## config.mk

```make
export PLATFORM = sky130hd
export DESIGN_NAME = upct_plru_n_flat
export DESIGN_NICKNAME = d
export VERILOG_FILES = /design/src/rtl/upct_plru_n_if.sv /design/src/rtl/upct_plru_n.sv /design/src/flat_wrapper.sv
export SDC_FILE = /design/constraint.sdc
export NUM_CORES = 1
export LEC_CHECK = 0
export ABC_CLOCK_PERIOD_IN_PS = 8900
export CORE_UTILIZATION = 55
export CTS_BUF_LIST = sky130_fd_sc_hd__clkbuf_8
export DETAILED_ROUTE_END_ITERATION = 7
export PLACE_DENSITY = 0.76
export RECOVER_POWER = 25
export SYNTH_ARGS = -nofsm -noshare
export SYNTH_HDL_FRONTEND = slang
export SYNTH_SLANG_ARGS = --single-unit
```

## constraint.sdc

```tcl
create_clock -name CLK -period 8.9 [get_ports CLK]
set_clock_uncertainty 0.05 [all_clocks]
set_input_delay 2.225 -clock CLK [delete_from_list [all_inputs] [get_ports CLK]]
set_output_delay 2.225 -clock CLK [all_outputs]
set_load 0.01 [all_outputs]
```

## src/rtl/upct_plru_n_if.sv

```systemverilog
// Bus between the upper-PC table and its users. This covers the RESP-stage
// read/observer ports, the update0/update1 path and the flush request.
interface upct_plru_n_if #(
  parameter int ENTRIES     = 8,
  parameter int LOG_ENTRIES = $clog2(ENTRIES),
  parameter int UPPER_WIDTH = 20,
  parameter int N_OBS       = 2
);
  logic                         read_valid_RESP;
  logic [LOG_ENTRIES-1:0]       read_index_RESP;
  logic [N_OBS*LOG_ENTRIES-1:0] observer_index_RESP;
  logic [N_OBS*UPPER_WIDTH-1:0] observer_upper_PC_RESP;
  logic                         update0_valid;
  logic [31:0]                  update0_start_full_PC;
  logic                         flush_valid;
  logic                         update1_valid;
  logic                         update1_hit;
  logic [LOG_ENTRIES-1:0]       update1_upct_index;

  // Requester side: fetch/predictor logic driving the table
  modport master (
    output read_valid_RESP, read_index_RESP, observer_index_RESP,
           update0_valid, update0_start_full_PC, flush_valid,
    input  observer_upper_PC_RESP, update1_valid, update1_hit, update1_upct_index
  );

  // Table side
  modport slave (
    input  read_valid_RESP, read_index_RESP, observer_index_RESP,
           update0_valid, update0_start_full_PC, flush_valid,
    output observer_upper_PC_RESP, update1_valid, update1_hit, update1_upct_index
  );
endinterface

```

## src/rtl/upct_plru_n.sv

```systemverilog
// Upper-PC table: stores distinct upper PC bits so that other structures only
// need to keep a short index. Replacement uses the lowest invalid entry first,
// then a tree-PLRU victim. Updates take two stages (update0 lookup, update1
// commit), with a bypass so back-to-back identical PCs never duplicate an entry.
module upct_plru_n #(
  parameter int ENTRIES     = 8,
  parameter int LOG_ENTRIES = $clog2(ENTRIES),
  parameter int UPPER_WIDTH = 20,
  parameter int N_OBS       = 2
) (
  input  logic          CLK,
  input  logic          nRST,
  upct_plru_n_if.slave  bus
);

  typedef logic [ENTRIES-1:1]     tree_t;   // heap-ordered PLRU nodes, root = 1
  typedef logic [LOG_ENTRIES-1:0] idx_t;
  typedef logic [UPPER_WIDTH-1:0] upper_t;

  localparam logic [ENTRIES-1:0] ONE_HOT0 = {{(ENTRIES-1){1'b0}}, 1'b1};

  // Set every node on idx's root-to-leaf path to point away from idx.
  function automatic tree_t plru_touch(input tree_t t, input idx_t idx);
    tree_t r;
    idx_t  node;
    r = t;
    for (int l = 0; l < LOG_ENTRIES; l++) begin
      node    = (idx_t'(1) << l) | (idx >> (LOG_ENTRIES - l));
      r[node] = ~idx[LOG_ENTRIES-1-l];
    end
    return r;
  endfunction

  // Walk from the root following the node bits; the leaf reached is the victim.
  function automatic idx_t plru_victim(input tree_t t);
    idx_t v;
    idx_t node;
    v = '0;
    for (int l = 0; l < LOG_ENTRIES; l++) begin
      node                = (idx_t'(1) << l) | (v >> (LOG_ENTRIES - l));
      v[LOG_ENTRIES-1-l]  = t[node];
    end
    return v;
  endfunction

  // Index of the lowest set bit (0 when none is set).
  function automatic idx_t lowest_set(input logic [ENTRIES-1:0] vec);
    idx_t r;
    r = '0;
    for (int i = ENTRIES - 1; i >= 0; i--) begin
      r = vec[i] ? idx_t'(i) : r;
    end
    return r;
  endfunction

  upper_t             array_q [ENTRIES];
  logic [ENTRIES-1:0] valid_q, valid_d;
  tree_t              plru_q, plru_d;
  logic               u1_valid_q;
  upper_t             u1_upper_q;
  logic [ENTRIES-1:0] u1_match_q, u1_match_d;

  upper_t             u0_upper_s;
  logic [ENTRIES-1:0] match_raw_s;
  logic               u1_eff_s;
  logic               u1_any_hit_s;
  logic               u1_alloc_s;
  idx_t               hit_idx_s;
  idx_t               alloc_idx_s;
  idx_t               u1_idx_s;
  logic               unused_pc_low_s;

  // Only the upper PC bits are stored; the page offset is deliberately ignored.
  assign unused_pc_low_s = ^bus.update0_start_full_PC[31-UPPER_WIDTH:0];

  // Update0 lookup and update1 decision (hit index, or allocation index).
  always_comb begin
    u0_upper_s  = bus.update0_start_full_PC[31:32-UPPER_WIDTH];
    match_raw_s = '0;
    for (int i = 0; i < ENTRIES; i++) begin
      match_raw_s[i] = valid_q[i] & (array_q[i] == u0_upper_s);
    end
    u1_eff_s     = u1_valid_q & ~bus.flush_valid;
    u1_any_hit_s = |u1_match_q;
    hit_idx_s    = lowest_set(u1_match_q);
    alloc_idx_s  = (&valid_q) ? plru_victim(plru_q) : lowest_set(~valid_q);
    u1_idx_s     = (u1_eff_s & u1_any_hit_s) ? hit_idx_s : alloc_idx_s;
    u1_alloc_s   = u1_eff_s & ~u1_any_hit_s;
  end

  // Match vector handed to update1. This includes the bypass of the allocation
  // happening this cycle. It also clears a match on an entry that is being
  // overwritten with a different upper PC in this same cycle.
  always_comb begin
    u1_match_d = match_raw_s;
    if (bus.flush_valid) begin
      u1_match_d = '0;
    end else if (u1_alloc_s) begin
      if (u1_upper_q == u0_upper_s) begin
        u1_match_d = ONE_HOT0 << u1_idx_s;
      end else begin
        u1_match_d[u1_idx_s] = 1'b0;
      end
    end else begin
      u1_match_d = match_raw_s;
    end
  end

  // Next valid/PLRU state. Priority: flush, then update1, then the RESP read touch.
  always_comb begin
    valid_d = valid_q;
    plru_d  = plru_q;
    if (bus.flush_valid) begin
      valid_d = '0;
      plru_d  = '0;
    end else if (u1_eff_s) begin
      plru_d = plru_touch(plru_q, u1_idx_s);
      if (u1_alloc_s) begin
        valid_d[u1_idx_s] = 1'b1;
      end else begin
        valid_d = valid_q;
      end
    end else if (bus.read_valid_RESP) begin
      plru_d = plru_touch(plru_q, bus.read_index_RESP);
    end else begin
      plru_d = plru_q;
    end
  end

  // Table state and update1 pipeline registers.
  always_ff @(posedge CLK or negedge nRST) begin
    if (!nRST) begin
      valid_q    <= '0;
      plru_q     <= '0;
      u1_valid_q <= 1'b0;
      u1_upper_q <= '0;
      u1_match_q <= '0;
      for (int i = 0; i < ENTRIES; i++) begin
        array_q[i] <= '0;
      end
    end else begin
      valid_q    <= valid_d;
      plru_q     <= plru_d;
      u1_valid_q <= bus.update0_valid;
      u1_upper_q <= u0_upper_s;
      u1_match_q <= u1_match_d;
      if (u1_alloc_s) begin
        array_q[u1_idx_s] <= u1_upper_q;
      end
    end
  end

  // Update1 result and observer read ports. Observers read the array directly,
  // with no same-cycle write bypass.
  always_comb begin
    bus.update1_valid          = u1_eff_s;
    bus.update1_hit            = u1_eff_s & u1_any_hit_s;
    bus.update1_upct_index     = u1_idx_s;
    bus.observer_upper_PC_RESP = '0;
    for (int k = 0; k < N_OBS; k++) begin
      bus.observer_upper_PC_RESP[k*UPPER_WIDTH +: UPPER_WIDTH] =
        array_q[bus.observer_index_RESP[k*LOG_ENTRIES +: LOG_ENTRIES]];
    end
  end

endmodule

```

## src/flat_wrapper.sv

```systemverilog
// flat-port wrapper written by rule: the top's interface ports become plain ports
module upct_plru_n_flat 
#(
  parameter int ENTRIES     = 8,
  parameter int LOG_ENTRIES = $clog2(ENTRIES),
  parameter int UPPER_WIDTH = 20,
  parameter int N_OBS       = 2
)
  (CLK, nRST, bus_read_valid_RESP, bus_read_index_RESP, bus_observer_index_RESP, bus_update0_valid, bus_update0_start_full_PC, bus_flush_valid, bus_observer_upper_PC_RESP, bus_update1_valid, bus_update1_hit, bus_update1_upct_index);
  upct_plru_n_if #(.ENTRIES(ENTRIES), .LOG_ENTRIES(LOG_ENTRIES), .UPPER_WIDTH(UPPER_WIDTH), .N_OBS(N_OBS)) bus_i ();
  input  logic CLK;
  input  logic nRST;
  input wire logic [$bits(bus_i.read_valid_RESP)-1:0] bus_read_valid_RESP;
  input wire logic [$bits(bus_i.read_index_RESP)-1:0] bus_read_index_RESP;
  input wire logic [$bits(bus_i.observer_index_RESP)-1:0] bus_observer_index_RESP;
  input wire logic [$bits(bus_i.update0_valid)-1:0] bus_update0_valid;
  input wire logic [$bits(bus_i.update0_start_full_PC)-1:0] bus_update0_start_full_PC;
  input wire logic [$bits(bus_i.flush_valid)-1:0] bus_flush_valid;
  output wire logic [$bits(bus_i.observer_upper_PC_RESP)-1:0] bus_observer_upper_PC_RESP;
  output wire logic [$bits(bus_i.update1_valid)-1:0] bus_update1_valid;
  output wire logic [$bits(bus_i.update1_hit)-1:0] bus_update1_hit;
  output wire logic [$bits(bus_i.update1_upct_index)-1:0] bus_update1_upct_index;
  assign bus_i.read_valid_RESP = bus_read_valid_RESP;
  assign bus_i.read_index_RESP = bus_read_index_RESP;
  assign bus_i.observer_index_RESP = bus_observer_index_RESP;
  assign bus_i.update0_valid = bus_update0_valid;
  assign bus_i.update0_start_full_PC = bus_update0_start_full_PC;
  assign bus_i.flush_valid = bus_flush_valid;
  assign bus_observer_upper_PC_RESP = bus_i.observer_upper_PC_RESP;
  assign bus_update1_valid = bus_i.update1_valid;
  assign bus_update1_hit = bus_i.update1_hit;
  assign bus_update1_upct_index = bus_i.update1_upct_index;
  upct_plru_n #(.ENTRIES(ENTRIES), .LOG_ENTRIES(LOG_ENTRIES), .UPPER_WIDTH(UPPER_WIDTH), .N_OBS(N_OBS)) u_core (.CLK(CLK), .nRST(nRST), .bus(bus_i));
endmodule
```

# Word-level counts from Yosys, hierarchy flattened
# Index checks and enable logic that the tools add are counted.
# word_totals
register_bits	204
in_bits	46
out_inout_bits	45
word_cells	131
# op_classes
order_cmp	16
n_eq_ne	9
shift	1
mux	54
n_bitwise	26
reduce_logical	12
# op_table
op	n
$eq A20 B20 Y1	9
$bwmux W160	1
$bmux W20 S3	2
$mux W20	5
$demux W20 S3	1
$mux W3	18
$mux W8	6
$bwmux W7	4
$mux W7	3
$lt A3 B4 Y1 const B	4
$not A8 Y8	2
$ge A4 B4 Y1 const B	3
$lt A2 B4 Y1 const B	3
$not A3 Y4	3
$and A1 B1 Y1	11
$ge A3 B1 Y1 const B	3
$and A8 B8 Y8	1
$mux W1	8
$not A1 Y1	8
$or A8 B8 Y8	1
$reduce_and A8 Y1	1
$reduce_or A8 Y1	1
$shl A1 B3 Y8 const A	1
$logic_and A1 B1 Y1	6
9 further kinds	13

# Longest topological paths before layout
# Gate-level depths: netlist (run 1).
# depth
ltp_word	20
ltp_mapped	9
mapped_depth_nobuf	9

# Worst setup path after synthesis (run 1)
# Ideal clock, no wire load.
# synth_timing
path_kind	input port to output port
startpoint	input bus_observer_index_RESP[0]
endpoint	output bus_observer_upper_PC_RESP[10]
arrival_time_ns	3.741
required_ns	6.625
path_slack_ns	2.884
path_stages	4
path_buffers	2
path_cell_list	clkbuf_1 > buf_1 > mux4_2 > mux2_2
# synth_via
elab_chain_len	4
# synth_lines
item	line	rtl
start: declaration	flat_wrapper.sv:15	input wire logic [$bits(bus_i.observer_index_RESP)-1:0] bus_observer_index_RESP;
$not A3 Y4 (implied by the code)	upct_plru_n.sv:162	array_q[bus.observer_index_RESP[k*LOG_ENTRIES +: LOG_ENTRIES]];
$bmux W20 S3	upct_plru_n.sv:162	
$mux W20 (implied by the code) (2 in series)	upct_plru_n.sv:162	
end: declaration	flat_wrapper.sv:19	output wire logic [$bits(bus_i.observer_upper_PC_RESP)-1:0] bus_observer_upper_PC_RESP;
# Every way passes these cells. The select of a mux whose other input is x is not followed.

# Worst setup path after layout (run 1)
# layout_timing
startpoint	input bus_flush_valid
endpoint	output bus_update1_upct_index[1]
# layout_via
elab_chain_len	4
# layout_lines
item	line	rtl
start: declaration	flat_wrapper.sv:18	input wire logic [$bits(bus_i.flush_valid)-1:0] bus_flush_valid;
$not A1 Y1	upct_plru_n.sv:83	u1_eff_s = u1_valid_q & ~bus.flush_valid;
$and A1 B1 Y1	upct_plru_n.sv:83	
$and A1 B1 Y1	upct_plru_n.sv:87	u1_idx_s = (u1_eff_s & u1_any_hit_s) ? hit_idx_s : alloc_idx_s;
$mux W3	upct_plru_n.sv:87	
end: declaration	flat_wrapper.sv:22	output wire logic [$bits(bus_i.update1_upct_index)-1:0] bus_update1_upct_index;
# Every way passes these cells.

==> parameters.txt, run 1 <==
Parameter                              Value

Clocking
  Clock Latency Late Sink    0.54 ns
  Cell chosen for the clock root    sky130_fd_sc_hd__clkbuf_8
  TritonCTS buffer count    37
  CTS tree    built
  CTS clk-pin slew, worst paths    0.06 ns
  Clock tree sinks    204
  Number of resized instances in the post-cts repair step    0
  H-tree Lvls    2
  Number of buffers inserted by post-CTS setup repair    0
  Hold bufs inserted after CTS    0
  Max Buffers Root-to-Sink    3

Critical path
  Cell family with the largest share of critical-path delay    buffers and inverters
  Cells along the critical path    clkdlybuf4s50_1 > buf_4 > nand2b_1 > a21oi_2 > a2111oi_2 > nor2_2 > inv_1 > clkdlybuf4s50_1
  Startpoint of the lowest-slack register-to-register path    u_core.u1_match_q[5]
  Nature of the critical path startpoint    primary input
  Endpoint required time on the critical path    6.63 ns
  Most common cell on crit path    sky130_fd_sc_hd__clkdlybuf4s50_1
  Maximum fanout count along the critical path    29
  Buffers plus inverters on the worst setup path    4
  Cell with the biggest individual delay on the critical path    sky130_fd_sc_hd__clkdlybuf4s50_1
  Highest cell delay on the worst timing path    0.56 ns
  Endpoint class of the critical path    output pin
  Arrival @ worst endpoint    4.62 ns
  Worst Setup SP    bus_flush_valid
  Category of the most critical setup path    in2out

STA
  Final hold violations    0
  Post-layout min period    6.90 ns
  Normalized max-slew margin    31.0%
  Timing-limited maximum frequency    145 MHz
  Setup repair after global routing missed its margin    no
  Slew at the pin with the worst max-slew slack    1.03 ns
  Number of endpoints failing setup at the final stage    0
  Final Max Tran Viols    0
  Final worst path period share    77.5%
  Final sum of negative setup slack    0 ns

Synth
  Most frequent cells after synthesis    sky130_fd_sc_hd__dfrtp_1 (204), sky130_fd_sc_hd__mux2_2 (174), sky130_fd_sc_hd__xor2_1 (108)
  Area contributors post-synth    sky130_fd_sc_hd__dfrtp_1 (41%), sky130_fd_sc_hd__mux2_2 (16%), sky130_fd_sc_hd__mux4_2 (14%)
  Dominant register cell in the synthesized netlist    sky130_fd_sc_hd__dfrtp_1
  Share of the synthesized area in the top cell type    40.9%
  Most common cell in the synthesized netlist    sky130_fd_sc_hd__dfrtp_1
  Post-Synthesis Cells    964
  Synthesized area per cell    12.9 µm²
  Register area share after synthesis    40.9%
  Number of nets in the synthesized netlist    1,010
  Count of different cell masters after synthesis    54
  Share of synthesized registers carrying an async set or reset    100%
  Synthesized cell area    0.0125 mm²
  Count of synthesis-stage warnings from yosys    0
  Number of synthesized register bits    204
  Top cell type by total area after synthesis    sky130_fd_sc_hd__dfrtp_1
  Number of enable-type register cells in the synthesized netlist    0

Run status
  Violated checks    design-rule violations
  Outcome    complete, but fails checks

Route
  Wire length per cell after detailed routing    27.6 µm
  DRT antenna net count    0
  1st-iter DRT viols    963
  Number of vias per cell    6.59
  Vias    8,663
  WL final    36.3 mm
  Remaining DRCs    5
  Number of detailed-routing iterations run before antenna repair    7

Run
  Count of maximum capacitance violations    0

Finish
  Share of final-layout standard cells stronger than drive strength 1    35.6%
  Area added between synthesis and finish    13.1%
  Post-layout util    64.1%
  Nets    1,062
  Filler cell count in the final layout    1,711
  Number of cells in the finished layout apart from fillers    1,314
  Layout Cell Area excl Fill    0.0141 mm²
  Antenna cells    0

Global routing
  M1 GR Usage    42.0%
  GRT met3 Usage    7.74%
  Via count of the first global-routing pass    8,877
  Gr busiest metal    met2
  Number of antenna violations at the first check in global routing    0
  Largest net degree at the start of global routing    125
  Global-route total usage across every layer    32.0%
  Met2 track demand over resource    50.5%
  Global-route wire length before repair    55.0 mm
  Total congestion overflow after global routing    0

Floorplan
  Effective utilization at floorplan    56.6%
  Total die area    0.0233 mm²
  Top-level I/O count    91
  Die Y-Extent    153 µm
  Chip Width    153 µm
  Site Rows    54
  Core Box Area    0.0220 mm²

Min path
  Start point of the worst min-delay path    u_core.plru_q[6]
  Worst hold-check path type    reg2reg

Place
  Area after DPL    0.0134 mm²
  Placed Cells incl. Taps    1,257
  GPL Wtd Cong    0.910
  Number of buffer cells added on primary ports    78
  HPWL Detailed    24.3 mm

Pwr
  Maximum ir drop on the vdd rail    0.130 mV
  Power Density    179 mW/mm²
  Static Leak    6.14 nW
registers in the layout, summed over array words and instances, names as in the netlist:
register and count:
u_core.u1_upper_q 20, u_core.u1_valid_q 1, u_core.plru_q 7, u_core.array_q 160, u_core.u1_match_q 8, u_core.valid_q 8
worst reg2reg max path: cells and delay by family, from the launching register on:
family                 cells  cell delay, ns
multiplexers               1            0.40
AND/OR/NAND/NOR            4            1.31
AO/OA/AOI/OAI              1            0.22
flip-flops                 1            0.40
buffers and inverters      2            0.61
cell type report:
class / instances / area, µm² / area share (%)
flip-flops and latches: 204 / 5100 / 36.2
inverters: 12 / 50.0 / 0.355
clock inverters: 12 / 105 / 0.745
well taps: 280 / 350 / 2.48
clock buffers: 45 / 619 / 4.39
multi-input cells: 666 / 6990 / 49.5
repair buffers: 95 / 892 / 6.32
final timing paths:
kind / endpoint / slack, ns / cells past startpoint
setup / recovery: bus_update1_upct_index[1] / 2.00 / 8
hold reg to reg: u_core.plru_q[6] / 0.44 / 2
min in group asynchronous: u_core.u1_upper_q[14] / 1.77 / 1
setup reg to reg: u_core.array_q[64] / 5.81 / 8
hold / removal: u_core.plru_q[6] / 0.44 / 2
max in group asynchronous: u_core.array_q[25] / 5.39 / 2
metal layers:
layer  wire [µm]  share of wire, %
met5           0                 0
met4        1550               4.3
met2       17100                47
met3        3420               9.4
met1       14300                39
power breakdown:
| part | leakage [nW] | internal, W | switching [W] |
|---|---|---|---|
| registers | 2.70 | 0.00101 | 0.000106 |
| logic | 3.04 | 0.000275 | 0.000237 |
| clock network | 0.396 | 0.000509 | 0.000392 |
| total | 6.14 | 0.00179 | 0.000735 |
placed cells by master (no fill, tap or decap), types with 20 or more instances in the layout:
cell,instances
sky130_fd_sc_hd__dfrtp_1,204
sky130_fd_sc_hd__mux2_2,174
sky130_fd_sc_hd__xor2_1,108
sky130_fd_sc_hd__mux4_2,80
sky130_fd_sc_hd__xnor2_1,72
sky130_fd_sc_hd__clkdlybuf4s50_1,60
sky130_fd_sc_hd__clkbuf_8,46
sky130_fd_sc_hd__nor4_1,33
sky130_fd_sc_hd__a21oi_1,25
sky130_fd_sc_hd__nand4_1,25
sky130_fd_sc_hd__nand2_1,20
sky130_fd_sc_hd__mux2_4,20
stage by stage:
step,setup WS (ns),hold WS [ns],power [W]
2_1_floorplan,2.88,0.396,0.00143
3_3_place_gp,2.05,0.411,0.00162
3_5_place_dp,2.01,0.431,0.00163
4_1_cts,2.00,0.445,0.00253
5_1_grt,1.88,0.479,0.00261
6_report,2.00,0.441,0.00252
cells by family (layout without fill, tap and decap cells):
| family | Yosys count | in the layout | synth area share [%] |
|---|---|---|---|
| AND/OR/NAND/NOR | 141 | 141 | 6.51 |
| multiplexers | 282 | 282 | 33.3 |
| flip-flops | 204 | 204 | 40.9 |
| buffers and inverters | 94 | 164 | 3.29 |
| XOR/XNOR | 180 | 180 | 12.6 |
| AO/OA/AOI/OAI | 63 | 63 | 3.38 |
Power figures use the tool's default switching activity.
==> inputs of run 2 (changes only) <==
- ABC_CLOCK_PERIOD_IN_PS: 8900 -> 6410
- clock period: 8.9 -> 6.41 ns (I/O delays scaled with it)
==> run 2 against run 1 <==
Effect of this change: the run now ends clean; final cell count hardly changed; sequential cell count unchanged; combinational power is 39% higher; die area unchanged; register-to-register slack worse by 2.8 ns; critical path type unchanged; largest cell class unchanged.
==> parameters.txt, run 2 (same netlist as run 1, synthesis figures left out) <==
Parameter                              Value

Critical path
  Cells along the critical path    buf_2 > buf_4 > mux4_2 > mux2_2 > clkdlybuf4s50_1
  Highest cell delay on the worst timing path    0.61 ns (+0.05 ns)
  Worst Setup SP    bus_observer_index_RESP[1]
  Nature of the critical path startpoint    primary input
  Maximum fanout count along the critical path    26 (-10%)
  Endpoint class of the critical path    output pin
  Category of the most critical setup path    in2out
  Cell with the biggest individual delay on the critical path    sky130_fd_sc_hd__buf_2
  Endpoint required time on the critical path    4.76 ns (-1.87 ns)
  Arrival @ worst endpoint    3.81 ns (-0.81 ns)
  Startpoint of the lowest-slack register-to-register path    u_core.u1_match_q[5]

STA
  Slew at the pin with the worst max-slew slack    0.939 ns (-0.0960 ns)
  Final worst path period share    85.1%
  Normalized max-slew margin    36.9% (+5.9 points)
  Fin worst setup slack    0.952 ns (-1.05 ns)
  Number of endpoints failing setup at the final stage    0 (unchanged)
  Final Max Tran Viols    0 (unchanged)
  Final hold violations    0 (unchanged)
  Timing-limited maximum frequency    183 MHz
  Setup repair after global routing missed its margin    no
  Final sum of negative setup slack    0 ns (unchanged)
  Post-layout min period    5.46 ns

Finish
  Filler cell count in the final layout    1,688 (-1.3%)
  Antenna cells    0 (unchanged)
  Nets    1,062 (unchanged)
  Area taken by multi-input logic gates    0.00699 mm² (unchanged)
  Register containing the most flip-flops in the final layout    u_core.array_q
  Number of cells in the finished layout apart from fillers    1,315 (+0.076%)
  Number of flip-flops under the largest register name    160 (unchanged)
  Most frequent cells in the layout    sky130_fd_sc_hd__dfrtp_1 (204), sky130_fd_sc_hd__mux2_2 (174), sky130_fd_sc_hd__xor2_1 (108), sky130_fd_sc_hd__mux4_2 (80), sky130_fd_sc_hd__xnor2_1 (72)
  Share of final-layout standard cells stronger than drive strength 1    35.2% (-0.42 points)
  Area added between synthesis and finish    12.9%
  Combined flip-flop and latch cell area    0.00510 mm² (unchanged)
  Most common cell after layout, fill and taps aside    sky130_fd_sc_hd__dfrtp_1
  Post-layout util    63.9% (-0.13 points)
  Regs by FF count    u_core.array_q x160, u_core.u1_upper_q x20

Global routing
  Via count of the first global-routing pass    8,979 (+1.1%)
  Largest net degree at the start of global routing    95 (-24%)
  Global-route wire length before repair    54.8 mm (-0.41%)
  Total congestion overflow after global routing    0 (unchanged)
  Number of antenna violations at the first check in global routing    0 (unchanged)
  Global-route total usage across every layer    31.7% (-0.31 points)

Pwr
  Proportion of power drawn by the clock network    33.6% (-2.1 points)
  Switching power of the nets    0.00101 W (+38%)
  Maximum ir drop on the vdd rail    0.182 mV (+40%)
  Combinational share of power    21.1% (+0.8 points)
  Power Density    241 mW/mm² (+35%)
  Sw Ratio    29.8% (+0.70 points)
  Internal Power    0.00238 W (+33%)
  Sequential fraction of design power    45.3% (+1.3 points)
  Static Leak    6.13 nW (about the same)

Clocking
  Hold bufs inserted after CTS    0 (unchanged)
  Number of resized instances in the post-cts repair step    0 (unchanged)
  Clock tree sinks    204 (unchanged)
  Cell chosen for the clock root    sky130_fd_sc_hd__clkbuf_8
  H-tree Lvls    2 (unchanged)
  Clock Latency Late Sink    0.54 ns (about the same)
  TritonCTS buffer count    37 (unchanged)
  CTS clk-pin slew, worst paths    0.05 ns (about the same)
  Max Buffers Root-to-Sink    3 (unchanged)
  Number of buffers inserted by post-CTS setup repair    0 (unchanged)
  CTS tree    built

Route
  Wire length per cell after detailed routing    27.2 µm (-1.6%)
  Remaining DRCs    0 (-5)
  Number of vias per cell    6.67 (+1.1%)
  Vias    8,766 (+1.2%)
  DRT antenna net count    0 (unchanged)
  WL final    35.8 mm (-1.5%)
  Number of detailed-routing iterations run before antenna repair    7 (unchanged)
  1st-iter DRT viols    772 (-20%)

Place
  HPWL Detailed    24.1 mm (-0.71%)
  Dpl ws    0.982 ns (-1.03 ns)
  Number of buffer cells added on primary ports    78 (unchanged)
  Placed Cells incl. Taps    1,257 (unchanged)
  GPL Wtd Cong    0.937 (+3.0%)

Floorplan
  Total die area    0.0233 mm² (unchanged)
  Effective utilization at floorplan    56.6% (unchanged)
  Site Rows    54 (unchanged)
  Die Y-Extent    153 µm (unchanged)
  Top-level I/O count    91 (unchanged)
  Core Box Area    0.0220 mm² (unchanged)
  Chip Width    153 µm (unchanged)

Min path
  Start point of the worst min-delay path    u_core.plru_q[6]
  Worst hold-check path type    reg2reg

Run
  Count of maximum capacitance violations    0 (unchanged)

Run status
  Outcome    complete, no violations
run 2: cell types whose count changed in the layout (fill, tap and decap cells not counted), sizes merged:
cell           before  now
clkinv              3    2
clkdlybuf4s50      60   52
dlygate4sd3        13   21
clkinvlp            1    2
inv                18   23
bufinv              2    0
clkbuf             46   44
run 2: power by group through the flow:
stage	clock network [W]	logic, W	registers (W)
after floorplan	0	0.000477	0.00150
after global placement	0	0.000704	0.00155
after global routing	0.00121	0.000752	0.00155
final	0.00114	0.000715	0.00154
after CTS	0.00116	0.000716	0.00153
after detailed placement	0	0.000712	0.00155
run 2: layer usage:
layer | routed length [µm] | vias to the layer above | track usage (%) | part of all wire, %
li1 | - | 3662 | - | -
met1 | 14200 | 4519 | 41.9 | 40
met2 | 16800 | 460 | 50.0 | 47
met3 | 3040 | 125 | 6.48 | 8.5
met4 | 1770 | 0 | 15.9 | 5.0
met5 | 0 | - | 0 | 0
run 2: critical path: cells and delay by family:
kind     cells  cell delay (ns)
buf+inv      3             1.51
mux          2             0.65
run 2: worst paths after layout:
kind,to,slack [ns],depth (start not counted)
min reg2reg,u_core.plru_q[6],0.43,2
max reg2reg,u_core.array_q[86],3.01,8
max,bus_observer_upper_PC_RESP[19],0.95,5
max in group asynchronous,u_core.array_q[145],3.93,2
min in group asynchronous,u_core.array_q[73],1.11,1
min,u_core.plru_q[6],0.43,2
run 2: cell type report:
cell class                      instances  area share, %
Clock buffer                           43           4.20
Inverter                               12          0.355
Tap cell                              280           2.49
Clock inverter                         15          0.471
Timing Repair Buffer                   95           6.60
Multi-Input combinational cell        666           49.6
Sequential cell                       204           36.2
run 2: per-stage QoR:
step / cell area (µm²) / hold WS [ns] / power [W]
6_report: 14100 / 0.428 / 0.00339
5_1_grt: 14100 / 0.456 / 0.00352
4_1_cts: 14100 / 0.435 / 0.00341
3_5_place_dp: 13400 / 0.423 / 0.00227
3_3_place_gp: 13400 / 0.412 / 0.00225
2_1_floorplan: 12500 / 0.396 / 0.00198
==> inputs of run 3 (changes only) <==
- CTS_BUF_LIST: sky130_fd_sc_hd__clkbuf_8 -> default
==> run 3 against run 2 <==
Effect of this change: via count shrank 1.3%; clock power grew 11%; first-iteration DRC count grew 0.52%; utilization grew 0.27 points; register-to-register slack is essentially flat; fmax shrank 0.11%; non-clock buffer count is the same; largest power group unchanged; power grew 3.8%; die area is the same; combinational power is essentially flat.
==> parameters.txt, run 3 (same netlist as run 1, synthesis figures left out) <==
Parameter                              Value

Finish
  Regs by FF count    u_core.array_q x160, u_core.u1_upper_q x20
  Post-layout util    64.2% (+0.27 points)
  Most common cell after layout, fill and taps aside    sky130_fd_sc_hd__dfrtp_1
  Layout Cell Area excl Fill    0.0141 mm² (+0.42%)
  Number of cells in the finished layout apart from fillers    1,296 (-1.4%)
  Antenna cells    0 (unchanged)
  Most frequent cells in the layout    sky130_fd_sc_hd__dfrtp_1 (204), sky130_fd_sc_hd__mux2_2 (174), sky130_fd_sc_hd__xor2_1 (108), sky130_fd_sc_hd__mux4_2 (80), sky130_fd_sc_hd__xnor2_1 (72)
  Share of final-layout standard cells stronger than drive strength 1    34.4% (-0.82 points)
  Number of flip-flops under the largest register name    160 (unchanged)
  Register containing the most flip-flops in the final layout    u_core.array_q
  Combined flip-flop and latch cell area    0.00510 mm² (unchanged)
  Area taken by multi-input logic gates    0.00699 mm² (unchanged)
  Area added between synthesis and finish    13.4%
  Filler cell count in the final layout    1,672 (-0.95%)
  Nets    1,048 (-1.3%)

Critical path
  Maximum fanout count along the critical path    26 (unchanged)
  Cells along the critical path    buf_2 > buf_4 > mux4_2 > mux2_2 > clkdlybuf4s50_1
  Highest cell delay on the worst timing path    0.61 ns (about the same)
  Category of the most critical setup path    in2out
  Cell with the biggest individual delay on the critical path    sky130_fd_sc_hd__buf_2
  Nature of the critical path startpoint    primary input
  Endpoint required time on the critical path    4.76 ns (about the same)
  Arrival @ worst endpoint    3.81 ns (about the same)
  Endpoint class of the critical path    output pin

Pwr
  Static Leak    6.11 nW (-0.37%)
  Power Density    249 mW/mm² (+3.4%)
  Maximum ir drop on the vdd rail    0.218 mV (+20%)

Min path
  Worst hold-check path type    reg2reg

Place
  Placed Cells incl. Taps    1,257 (unchanged)
  HPWL Detailed    24.1 mm (unchanged)
  GPL Wtd Cong    0.937 (unchanged)
  Area after DPL    0.0134 mm² (unchanged)
  Number of buffer cells added on primary ports    78 (unchanged)

STA
  Final hold violations    0 (unchanged)
  Post-layout min period    5.46 ns (+0.00578 ns)
  Slew at the pin with the worst max-slew slack    0.965 ns (+0.0264 ns)
  Normalized max-slew margin    35.2% (-1.8 points)
  Timing-limited maximum frequency    183 MHz (-0.11%)
  Final sum of negative setup slack    0 ns (unchanged)
  Number of endpoints failing setup at the final stage    0 (unchanged)
  Final worst path period share    85.2% (+0.090 points)
  Setup repair after global routing missed its margin    no
  Final Max Tran Viols    0 (unchanged)

Run status
  Outcome    complete, no violations

Floorplan
  Core Box Area    0.0220 mm² (unchanged)
  Die Y-Extent    153 µm (unchanged)
  Site Rows    54 (unchanged)
  Chip Width    153 µm (unchanged)
  Effective utilization at floorplan    56.6% (unchanged)
  Total die area    0.0233 mm² (unchanged)
  Top-level I/O count    91 (unchanged)

Global routing
  Number of antenna violations at the first check in global routing    1 (+1)
  Largest net degree at the start of global routing    95 (unchanged)
  Total congestion overflow after global routing    0 (unchanged)
  Global-route wire length before repair    54.7 mm (-0.16%)
  Via count of the first global-routing pass    8,844 (-1.5%)
  Global-route total usage across every layer    31.5% (-0.21 points)

Clocking
  Hold bufs inserted after CTS    0 (unchanged)
  Cell chosen for the clock root    sky130_fd_sc_hd__clkbuf_16
  Number of resized instances in the post-cts repair step    0 (unchanged)
  Number of buffers inserted by post-CTS setup repair    0 (unchanged)
  TritonCTS buffer count    23 (-38%)
  CTS clk-pin slew, worst paths    0.05 ns (about the same)
  Max Buffers Root-to-Sink    3 (unchanged)
  CTS tree    built
  Clock tree sinks    204 (unchanged)
  Clock Latency Late Sink    0.51 ns (-0.03 ns)
  H-tree Lvls    1 (-1)

Route
  DRT antenna net count    0 (unchanged)
  1st-iter DRT viols    776 (+0.52%)
  WL final    35.7 mm (-0.24%)
  Wire length per cell after detailed routing    27.5 µm (+1.2%)
  Vias    8,653 (-1.3%)
  Remaining DRCs    0 (unchanged)
  Number of vias per cell    6.68 (+0.16%)
  Number of detailed-routing iterations run before antenna repair    7 (unchanged)

Run
  Count of maximum capacitance violations    0 (unchanged)
[run 3: per-stage QoR]
stage          hold WS (ns)  power, W  worst slack [ns]
2_1_floorplan         0.396   0.00198              1.64
3_3_place_gp          0.412   0.00225             0.991
3_5_place_dp          0.423   0.00227             0.982
4_1_cts               0.436   0.00354             0.980
5_1_grt               0.456   0.00364             0.915
6_report              0.429   0.00352             0.947
[run 3: power by group]
group	internal (W)	switching, W
Clock	0.000749	0.000518
Sequential	0.00140	0.000146
Combinational	0.000384	0.000332
[run 3: worst paths after layout]
kind	start	cells past startpoint	endpoint	slack [ns]
min in group asynchronous	nRST	1	u_core.plru_q[0]	1.10
hold reg to reg	u_core.plru_q[6]	2	u_core.plru_q[6]	0.43
setup / recovery	bus_observer_index_RESP[1]	5	bus_observer_upper_PC_RESP[19]	0.95
setup reg to reg	u_core.u1_valid_q	8	u_core.array_q[86]	3.00
max in group asynchronous	nRST	2	u_core.array_q[145]	3.91
hold / removal	u_core.plru_q[6]	2	u_core.plru_q[6]	0.43
[run 3: worst max-delay path: cells and delay by family]
kind	cells	cell delay, ns
buffers and inverters	3	1.51
muxes	2	0.66
[run 3: cell type report]
| cell class | instances | share of cell area (%) |
|---|---|---|
| clock buffers | 38 | 5.03 |
| repair buffers | 95 | 6.57 |
| clock inverters | 1 | 0.0354 |
| inverters | 12 | 0.354 |
| multi-input cells | 666 | 49.4 |
| well taps | 280 | 2.48 |
| flip-flops and latches | 204 | 36.1 |
[run 3: layer usage]
metal  track usage, %  wire (µm)  up-vias
met2             50.3      16800      432
met4             13.4       1570        0
met5                0          0        -
met1             42.8      14300     4501
met3             5.26       3080       98
li1                 -          -     3622
